===== src/rtl/fill_priority_arbiter.sv =====
// fill_priority_arbiter
// Four-FIFO pixel arbiter that feeds a z-buffer. The arbiter picks the
// fullest non-empty FIFO and breaks fill ties round-robin, starting the
// search just after the previous grant. It pops one pixel from that FIFO
// with a req/ack handshake, then presents the pixel to the z-buffer with a
// send/ready handshake.
// Optional build macro: ARBITER_AGING_EN. When it is defined, each FIFO gets
// a starvation counter. A FIFO that has been passed over 15 times wins the
// next selection regardless of its fill level.
module fill_priority_arbiter #(
   parameter int MEM_LENGTH  = 8,
   parameter int PIXEL_WIDTH = 16
) (
   input  logic                   clk,
   input  logic                   reset,
   input  logic [PIXEL_WIDTH-1:0] pix_in_1,
   input  logic [PIXEL_WIDTH-1:0] pix_in_2,
   input  logic [PIXEL_WIDTH-1:0] pix_in_3,
   input  logic [PIXEL_WIDTH-1:0] pix_in_4,
   input  logic [MEM_LENGTH-1:0]  fill_1,
   input  logic [MEM_LENGTH-1:0]  fill_2,
   input  logic [MEM_LENGTH-1:0]  fill_3,
   input  logic [MEM_LENGTH-1:0]  fill_4,
   input  logic                   ack_1,
   input  logic                   ack_2,
   input  logic                   ack_3,
   input  logic                   ack_4,
   input  logic                   rdy_z_buffer,
   output logic                   req_1,
   output logic                   req_2,
   output logic                   req_3,
   output logic                   req_4,
   output logic [PIXEL_WIDTH-1:0] pix_out,
   output logic                   send_z_buffer,
   output logic [1:0]             grant_id
);

   typedef enum logic [1:0] {IDLE, REQ, WAIT_ACK, SEND} state_t;

   state_t                        state_q, state_d;
   logic [1:0]                    grant_q, grant_d;
   logic [PIXEL_WIDTH-1:0]        pix_q, pix_d;
   // Set when the granted FIFO acked in the same cycle as its request.
   logic                          got_q, got_d;

   logic [3:0][MEM_LENGTH-1:0]    fill;
   logic [3:0][PIXEL_WIDTH-1:0]   pix_in;
   logic [3:0]                    ack;
   logic [3:0]                    nonempty;
   logic [3:0]                    cand;
   logic                          any_req;
   logic                          use_age;
   logic [1:0]                    win;
   logic [1:0]                    idx;
   logic                          win_found;
   logic [MEM_LENGTH-1:0]         best_fill;

   assign fill   = {fill_4, fill_3, fill_2, fill_1};
   assign pix_in = {pix_in_4, pix_in_3, pix_in_2, pix_in_1};
   assign ack    = {ack_4, ack_3, ack_2, ack_1};

   // Flag the FIFOs that currently hold at least one pixel.
   always_comb begin
      nonempty = '0;
      for (int k = 0; k < 4; k++) nonempty[k] = (fill[k] != '0);
   end

   assign any_req = |nonempty;

`ifdef ARBITER_AGING_EN
   logic [3:0][3:0] age_q, age_d;
   logic [3:0]      aged;

   // A FIFO counts as aged when it is non-empty and its counter is saturated.
   always_comb begin
      aged = '0;
      for (int k = 0; k < 4; k++) aged[k] = nonempty[k] && (age_q[k] == 4'd15);
   end

   // When any FIFO is aged, only aged FIFOs compete, and fill is not compared.
   assign use_age = |aged;
   assign cand    = use_age ? aged : nonempty;

   // Update the starvation counters. A counter clears when its FIFO is empty
   // or is granted. It counts up (saturating) when another FIFO is granted.
   always_comb begin
      age_d = age_q;
      for (int k = 0; k < 4; k++) begin
         if (!nonempty[k]) begin
            age_d[k] = '0;
         end else if (state_q == IDLE && any_req) begin
            if (win == 2'(k))           age_d[k] = '0;
            else if (age_q[k] != 4'd15) age_d[k] = age_q[k] + 4'd1;
         end
      end
   end

   // Starvation counter registers.
   always_ff @(posedge clk or posedge reset) begin
      if (reset) age_q <= '0;
      else       age_q <= age_d;
   end
`else
   assign use_age = 1'b0;
   assign cand    = nonempty;
`endif

   // Choose the winner. The search starts just after the last grant and
   // wraps, so the first candidate in that order keeps a fill tie.
   always_comb begin
      win_found = 1'b0;
      win       = grant_q;
      best_fill = '0;
      idx       = grant_q;
      for (int i = 1; i <= 4; i++) begin
         idx = grant_q + 2'(i);
         if (cand[idx] && (!win_found || (!use_age && fill[idx] > best_fill))) begin
            win_found = 1'b1;
            win       = idx;
            best_fill = fill[idx];
         end
      end
   end

   // Next-state logic for the handshake sequence and the pixel capture.
   always_comb begin
      state_d = state_q;
      grant_d = grant_q;
      pix_d   = pix_q;
      got_d   = got_q;
      case (state_q)
         IDLE: begin
            got_d = 1'b0;
            if (any_req) begin
               grant_d = win;
               state_d = REQ;
            end
         end
         REQ: begin
            // A zero-wait FIFO may ack in the same cycle as the request.
            if (ack[grant_q]) begin
               pix_d = pix_in[grant_q];
               got_d = 1'b1;
            end
            state_d = WAIT_ACK;
         end
         WAIT_ACK: begin
            if (got_q) begin
               got_d   = 1'b0;
               state_d = SEND;
            end else if (ack[grant_q]) begin
               pix_d   = pix_in[grant_q];
               state_d = SEND;
            end
         end
         SEND: begin
            if (rdy_z_buffer) state_d = IDLE;
         end
         default: state_d = IDLE;
      endcase
   end

   // State and datapath registers.
   always_ff @(posedge clk or posedge reset) begin
      if (reset) begin
         state_q <= IDLE;
         grant_q <= 2'd3;
         pix_q   <= '0;
         got_q   <= 1'b0;
      end else begin
         state_q <= state_d;
         grant_q <= grant_d;
         pix_q   <= pix_d;
         got_q   <= got_d;
      end
   end

   assign req_1         = (state_q == REQ) && (grant_q == 2'd0);
   assign req_2         = (state_q == REQ) && (grant_q == 2'd1);
   assign req_3         = (state_q == REQ) && (grant_q == 2'd2);
   assign req_4         = (state_q == REQ) && (grant_q == 2'd3);
   assign send_z_buffer = (state_q == SEND);
   assign pix_out       = pix_q;
   assign grant_id      = grant_q;

endmodule


===== config.mk =====
export PLATFORM = sky130hd
export DESIGN_NAME = fill_priority_arbiter
export DESIGN_NICKNAME = d
export VERILOG_FILES = /design/src/rtl/fill_priority_arbiter.sv
export SDC_FILE = /design/constraint.sdc
export NUM_CORES = 1
export LEC_CHECK = 0
export ABC_AREA = 1
export CAP_MARGIN = 10
export CORE_ASPECT_RATIO = 1.75
export CORE_UTILIZATION = 55
export DETAILED_ROUTE_END_ITERATION = 7
export DONT_BUFFER_PORTS = 1
export PLACE_DENSITY = 0.7
export SLEW_MARGIN = 20
export SYNTH_ARGS = -nofsm -noshare
export SYNTH_HDL_FRONTEND = slang
export SYNTH_SLANG_ARGS = --single-unit

===== constraint.sdc =====
create_clock -name clk -period 6.7 [get_ports clk]
set_clock_uncertainty 0.2 [all_clocks]
set_input_delay 1.675 -clock clk [delete_from_list [all_inputs] [get_ports clk]]
set_output_delay 1.675 -clock clk [all_outputs]
set_load 0.02 [all_outputs]

==> flow_summary.yaml, run 1 <==
critical_path:
  crit_arrival_ns: 6.07
  path_max_fanout: 20
  max_stage_delay_ns: 0.41
  critPathKind: "in2reg"
  reg2reg_to: "grant_id[0]$_DFFE_PP1P_"
  cp_common_cell: "nand2_1"
  start_kind: "input pin"
  crit_family: "simple AND/OR/NAND/NOR gates"
  ff2ff_path_depth: 37
  cp_slowest_cell: "nand2_1"
  required_ns: 6.70
  cp.buffers_inverters: 4
  reg2reg_from: "grant_id[1]$_DFFE_PP1P_"
  reg2reg_setup_slack_ns: 0.67
  end_kind: "register"
synth:
  synth-seq-cells: 21
  ys_types: 28
  netlist_instances: 573
  syn_area_um2: 3270
  ys_warn_count: 0
  avgSynthCellArea_um2: 5.71
  yosysSeqAreaShare_pct: 16.1
  syn_nets: 708
global_routing:
  antenna_found_initial: 0
  grt_pass1_vias: 3233
  overflow: 0
  grt_max_degree: 82
  gr-usage-all-layers_pct: 29.8
  grt_pass1_wl_um: 14300
floorplanning:
  ios: 126
  start_util_pct: 58.2
  core_area_um2: 5630
  fp.dieH_um: 104
  die_area_um2: 6280
  die_x_um: 60.3
  rows: 36
clocking:
  cts_buffers: 3
  htree_num_levels: 1
  cts_sinks: 21
  hold_buffers: 0
  cts-root-buf: "clkbuf_8"
  cts_resized: 0
  post_cts_buffers: 0
  cts_tree: "yes"
  clock_path_buffers: 2
  clock_latency_ns: 0.25
  clk_pin_slew_worst_paths_ns: 0.07
placement:
  routabilityCongestion: 0.895
  portBuffers: 0
  dpl-instance-area_um2: 3230
  post-dp-hpwl_um: 7400
sta:
  slew_viol_final: 0
  timing.fmax_mhz: 165
  setup_viol: 0
  worst_slew_pin_slew_ns: 0.787
  fin_crit_ns: 6.07
  finalSetupTns_ns: 0
  hold_viol: 0
  maxSlewHeadroom_pct: 47.5
  rsz0062_at_grt: "no"
  post-route-period-util_pct: 90.7
finish:
  layout.nets: 685
  n_fill_cell: 582
  final_cell_mix: "170 x nand2_1, 112 x o21ai_0, 65 x inv_1"
  drive_gt1_share_pct: 5.28
  finalCoreUtilization_pct: 58.2
  area.growth.synth_to_final_pct: 0.0764
  diodes: 0
  design_area_um2: 3280
  mostFrequentLayoutCell: "nand2_1"
run_status:
  status: "complete, no violations"
detailed_routing:
  routedWlPerCell_um: 15.1
  drtPass1Iterations: 4
  dr.first_iter.drc_count: 148
  vias_per_cell: 5.64
  num_vias: 3527
  routed_wl_um: 9420
  drc: 0
  antenna_left: 0
min_path:
  hp-start: "got_q$_DFFE_PP0P_"
  hold_end: "got_q$_DFFE_PP0P_"
  worstHoldPathCells: 2
  min_path_type: "reg2reg"
run:
  maxCapViolCount: 0
==> metrics by stage <==
step,setup WS (ns),cells,hold slack [ns]
floorplan,0.874,573,0.307
global placement,0.449,621,0.346
detailed placement,0.368,621,0.388
CTS,0.614,625,0.403
global route,0.00862,625,0.443
finish,0.626,625,0.390
==> registers in the layout, summed over array words and instances, names as in the netlist <==
signal / count
state_q: 2
pix_out: 16
grant_id: 2
got_q: 1
==> cells by family after synthesis <==
kind of cell             after synthesis  synth area share [%]
flip-flops                            21                  16.1
AO/OA/AOI/OAI                        171                  29.0
adder cells (fa/ha/maj)               32                  12.2
AND/OR/NAND/NOR                      248                  29.6
buffers and inverters                101                  13.0
==> layout make-up <==
type / instances / area [um^2] / area share (%)
clock buffers: 4 / 45.0 / 1.37
inverters: 69 / 259 / 7.90
multi-input cells: 451 / 2320 / 70.8
flip-flops and latches: 21 / 528 / 16.1
well taps: 76 / 95.1 / 2.90
repair buffers: 4 / 30.0 / 0.916
==> worst max-delay path by stage <==
stage | from | to | slack (ns) | cells after the start
2_1_floorplan | grant_id[1]$_DFFE_PP1P_ | grant_id[0]$_DFFE_PP1P_ | 0.87 | 43
3_3_place_gp | fill_2[7] | grant_id[0]$_DFFE_PP1P_ | 0.45 | 34
3_5_place_dp | fill_2[7] | grant_id[0]$_DFFE_PP1P_ | 0.37 | 36
4_1_cts | fill_2[7] | grant_id[0]$_DFFE_PP1P_ | 0.61 | 36
5_1_grt | grant_id[1]$_DFFE_PP1P_ | grant_id[0]$_DFFE_PP1P_ | 0.009 | 37
6_report | fill_2[7] | grant_id[0]$_DFFE_PP1P_ | 0.63 | 36
==> cells in the mapped netlist (all sizes together) <==
| master | number | area share [%] |
|---|---|---|
| dfstp | 2 | 1.6 |
| clkinv | 1 | 0.11 |
| o221ai | 1 | 0.27 |
| o21ai | 135 | 22 |
| nand2 | 173 | 20 |
| o21a | 3 | 0.69 |
| dfrtp | 19 | 15 |
| inv | 68 | 7.8 |
| o21bai | 2 | 0.46 |
| o22ai | 17 | 3.4 |
| nand4 | 3 | 0.57 |
| ha | 32 | 12 |
| a21oi | 12 | 1.8 |
| a31oi | 1 | 0.65 |
| nand3 | 9 | 1.4 |
| clkbuf | 11 | 1.3 |
| buf | 21 | 3.9 |
| nor2 | 63 | 7.5 |
==> worst min-delay path: cells and delay by family, from the launching register on <==
family | cells | cell delay [ns]
buffers and inverters | 1 | 0.08
AO/OA/AOI/OAI | 1 | 0.15
flip-flops | 1 | 0.33
==> routing by layer <==
layer	vias up	global-route usage, %	part of all wire (%)
met1	1555	27.9	35
met5	-	0	0
li1	1807	-	-
met3	36	2.74	4.4
met4	0	17.8	5.5
met2	129	57.1	55
Power of run 1 is not shown: default switching activity piles up to over one toggle a cycle in this logic, so the estimate is an artifact.
==> inputs of run 2 (changes only) <==
- MAX_ROUTING_LAYER: unset -> met4
==> flow_summary.yaml, run 2 (synthesis results as in run 1) <==
run_status:
  status: "complete, no violations"
critical_path:
  crit_arrival_ns: 5.87
  end_kind: "register"
  required_ns: 6.71
  max_stage_delay_ns: 0.40
  critPathKind: "in2reg"
  reg2reg_setup_slack_ns: 0.97
  crit_family: "simple AND/OR/NAND/NOR gates"
  start_kind: "input pin"
  cp.buffers_inverters: 4
  cp_slowest_cell: "o21ai_0"
  path_max_fanout: 20
  cp_common_cell: "nand2_1"
clocking:
  post_cts_buffers: 0
  cts_sinks: 21
  cts_buffers: 3
  clock_latency_ns: 0.26
  cts-root-buf: "clkbuf_8"
  clock_path_buffers: 2
  htree_num_levels: 1
  cts_tree: "yes"
  clk_pin_slew_worst_paths_ns: 0.07
finish:
  finalNonFillerCells: 626
  area.growth.synth_to_final_pct: 0.420
  n_fill_cell: 590
  diodes: 0
  drive_gt1_share_pct: 5.82
  final_cell_mix: "169 x nand2_1, 112 x o21ai_0, 64 x inv_1"
  largest_register_ffs: 16
  mostFrequentLayoutCell: "nand2_1"
  layout.nets: 686
placement:
  routabilityCongestion: 0.918
  portBuffers: 0
  place_inst: 621
  post-dp-hpwl_um: 7390
detailed_routing:
  highest_layer: "met4"
  num_vias: 3553
  drt-met1-wl_um: 3300
  drc: 0
  drtPass1Iterations: 5
  dr.first_iter.drc_count: 189
  routed_wl_um: 9430
  wl_met3_um: 387
  routedWlPerCell_um: 15.1
  antenna_left: 0
  met2_length_um: 5040
  vias_per_cell: 5.68
min_path:
  min_path_type: "reg2reg"
global_routing:
  grt_max_degree: 82
  gr-usage-all-layers_pct: 31.7
  grt_pass1_vias: 3408
  antenna_found_initial: 0
  grt_pass1_wl_um: 14700
  overflow: 0
floorplanning:
  rows: 36
  core_area_um2: 5630
  fp.dieH_um: 104
  ios: 126
  die_x_um: 60.3
  die_area_um2: 6280
  start_util_pct: 58.2
run:
  maxCapViolCount: 0
sta:
  slew_viol_final: 0
  maxSlewHeadroom_pct: 47.1
  hold_viol: 0
  fin_crit_ns: 5.86
  rsz0062_at_grt: "no"
  setup_viol: 0
  finalSetupTns_ns: 0
  post-route-period-util_pct: 87.5
  timing.fmax_mhz: 171
  worst_slew_pin_slew_ns: 0.793
==> run 2: changes by cell type in the layout (fill, tap and decap cells not counted), sizes merged <==
cell      change
inv           -1
clkinvlp      +2
==> run 2: worst register-to-register path, delay by kind of cell, from the launching register on <==
| family | cells | cell delay [ns] |
|---|---|---|
| flip-flops | 1 | 0.54 |
| buffers and inverters | 5 | 0.60 |
| adder cells (fa/ha/maj) | 4 | 1.47 |
| AND/OR/NAND/NOR | 21 | 1.73 |
| AO/OA/AOI/OAI | 7 | 1.10 |
==> run 2: final cells by class <==
type | instances | area, um^2 | area share [%]
clock buffer | 4 | 45.0 | 1.37
tap | 76 | 95.1 | 2.89
multi-input combinational | 451 | 2320 | 70.6
timing repair inverter | 1 | 5.00 | 0.152
sequential | 21 | 528 | 16.1
inverter | 69 | 263 | 7.99
timing repair buffer | 4 | 30.0 | 0.913
==> run 2: final timing paths <==
kind | from | end | depth (start not counted)
worst max register to register | grant_id[1]$_DFFE_PP1P_ | grant_id[0]$_DFFE_PP1P_ | 37
min in group asynchronous | reset | got_q$_DFFE_PP0P_ | 1
max in group asynchronous | reset | pix_out[11]$_DFFE_PP0P_ | 1
worst max-delay path | fill_2[7] | grant_id[0]$_DFFE_PP1P_ | 36
worst min register to register | state_q[0]$_DFFE_PP0P_ | state_q[0]$_DFFE_PP0P_ | 2
worst min-delay path | state_q[0]$_DFFE_PP0P_ | state_q[0]$_DFFE_PP0P_ | 2
==> run 2: what timing repair did <==
item | in CTS | in global routing
hold buffers | 0 | 0
resized for setup | 0 | 2
setup endpoints to repair | 0 | 1
==> run 2: metrics by stage <==
stage	utilization (%)	setup slack, ns	hold slack [ns]	area, um^2
2_1_floorplan	-	0.874	0.307	3270
3_3_place_gp	57.4	0.437	0.350	3230
3_5_place_dp	57.4	0.323	0.383	3230
4_1_cts	58.2	0.592	0.405	3280
5_1_grt	58.4	0.211	0.432	3290
6_report	58.4	0.836	0.394	3290
==> run 2: per-layer routing <==
metal	vias to the layer above	GRT usage (%)
li1	1813	-
met1	1581	27.9
met2	120	57.7
met3	39	2.36
met4	0	23.8
met5	-	-
Power of run 2 is left out for the same reason.
==> inputs of run 3 (changes only) <==
- clock period: 6.7 -> 6.55 ns (I/O delays scaled with it)
==> flow_summary.yaml, run 3 (synthesis results as in run 1) <==
clocking:
  cts-root-buf: "clkbuf_8"
  cts_sinks: 21
  cts_tree: "yes"
  clk_pin_slew_worst_paths_ns: 0.07
  htree_num_levels: 1
  clock_path_buffers: 2
  post_cts_buffers: 0
  clock_latency_ns: 0.26
  cts_buffers: 3
finish:
  final_cell_mix: "169 x nand2_1, 112 x o21ai_0, 64 x inv_1"
  area.growth.synth_to_final_pct: 0.420
  layout.nets: 686
  mostFrequentLayoutCell: "nand2_1"
  largest_register_ffs: 16
  diodes: 0
  n_fill_cell: 608
  drive_gt1_share_pct: 5.82
  design_area_um2: 3290
floorplanning:
  core_area_um2: 5630
  die_x_um: 60.3
  rows: 36
  fp.dieH_um: 104
  ios: 126
  die_area_um2: 6280
  start_util_pct: 58.2
critical_path:
  max_stage_delay_ns: 0.40
  start_kind: "input pin"
  cp_common_cell: "nand2_1"
  path_max_fanout: 20
  critPathKind: "in2reg"
  end_kind: "register"
  cp_slowest_cell: "o21ai_0"
  crit_arrival_ns: 5.88
  required_ns: 6.55
sta:
  fin_crit_ns: 5.87
  timing.fmax_mhz: 170
  worst_slew_pin_slew_ns: 0.773
  hold_viol: 0
  setup_viol: 0
  rsz0062_at_grt: "no"
  post-route-period-util_pct: 89.7
  maxSlewHeadroom_pct: 48.4
  finalSetupTns_ns: 0
  slew_viol_final: 0
detailed_routing:
  dr.first_iter.drc_count: 223
  routed_wl_um: 9410
  vias_per_cell: 5.74
  drtPass1Iterations: 4
  drc: 0
  num_vias: 3591
  antenna_left: 0
  routedWlPerCell_um: 15.0
global_routing:
  grt_max_degree: 82
  antenna_found_initial: 0
  overflow: 0
  grt_pass1_wl_um: 14500
  grt_pass1_vias: 3362
  gr-usage-all-layers_pct: 31.2
placement:
  post-dp-hpwl_um: 7410
  portBuffers: 0
  dpl-instance-area_um2: 3230
  routabilityCongestion: 0.918
run_status:
  status: "complete, no violations"
run:
  maxCapViolCount: 0
min_path:
  min_path_type: "reg2reg"
run 3: cell counts in the layout (fill, tap and decap cells not counted):
Identical to the previous run, type by type.
run 3: final cells by class:
| cell class | count | area, um^2 | share of cell area [%] |
|---|---|---|---|
| well taps | 76 | 95.1 | 2.89 |
| multi-input cells | 451 | 2320 | 70.6 |
| repair inverters | 1 | 5.00 | 0.152 |
| clock buffers | 4 | 45.0 | 1.37 |
| flip-flops and latches | 21 | 528 | 16.1 |
| repair buffers | 4 | 30.0 | 0.913 |
| inverters | 69 | 263 | 7.99 |
run 3: worst max-delay path: cells and delay by family:
kind | cells | cell delay [ns]
adder cells (fa/ha/maj) | 3 | 0.92
AO/OA/AOI/OAI | 9 | 1.46
AND/OR/NAND/NOR | 18 | 1.81
buffers and inverters | 2 | 0.07
run 3: worst paths after layout:
kind                                         start                 endpoint  slack [ns]  depth (start not counted)
hold reg to reg             state_q[0]$_DFFE_PP0P_   state_q[0]$_DFFE_PP0P_        0.39                          2
max in group asynchronous                    reset   pix_out[8]$_DFFE_PP0P_        4.46                          1
setup reg to reg           grant_id[1]$_DFFE_PP1P_  grant_id[0]$_DFFE_PP1P_        0.75                         35
setup / recovery                         fill_2[7]  grant_id[0]$_DFFE_PP1P_        0.68                         32
hold / removal              state_q[0]$_DFFE_PP0P_   state_q[0]$_DFFE_PP0P_        0.39                          2
min in group asynchronous                    reset        got_q$_DFFE_PP0P_        1.20                          1
run 3: repair_timing:
| action | CTS | global route |
|---|---|---|
| hold buffers | 0 | 0 |
| gates resized for setup | 0 | 2 |
| endpoints found under the setup margin | 0 | 2 |
run 3: per-layer routing:
layer / track usage (%) / up-vias / share of wire (%)
li1: - / 1813 / -
met1: 27.9 / 1623 / 35
met2: 57.0 / 118 / 53
met3: 2.24 / 37 / 4.1
met4: 22.6 / 0 / 7.5
met5: - / - / 0
run 3: per-stage QoR:
step / std cells / setup WS (ns) / util (%) / hold WS [ns]
after floorplan: 573 / 0.724 / - / 0.307
after global placement: 621 / 0.324 / 57.4 / 0.350
after detailed placement: 621 / 0.203 / 57.4 / 0.377
after CTS: 625 / 0.469 / 58.2 / 0.395
after global routing: 626 / 0.116 / 58.4 / 0.424
final: 626 / 0.677 / 58.4 / 0.391
Power of run 3 is left out for the same reason.
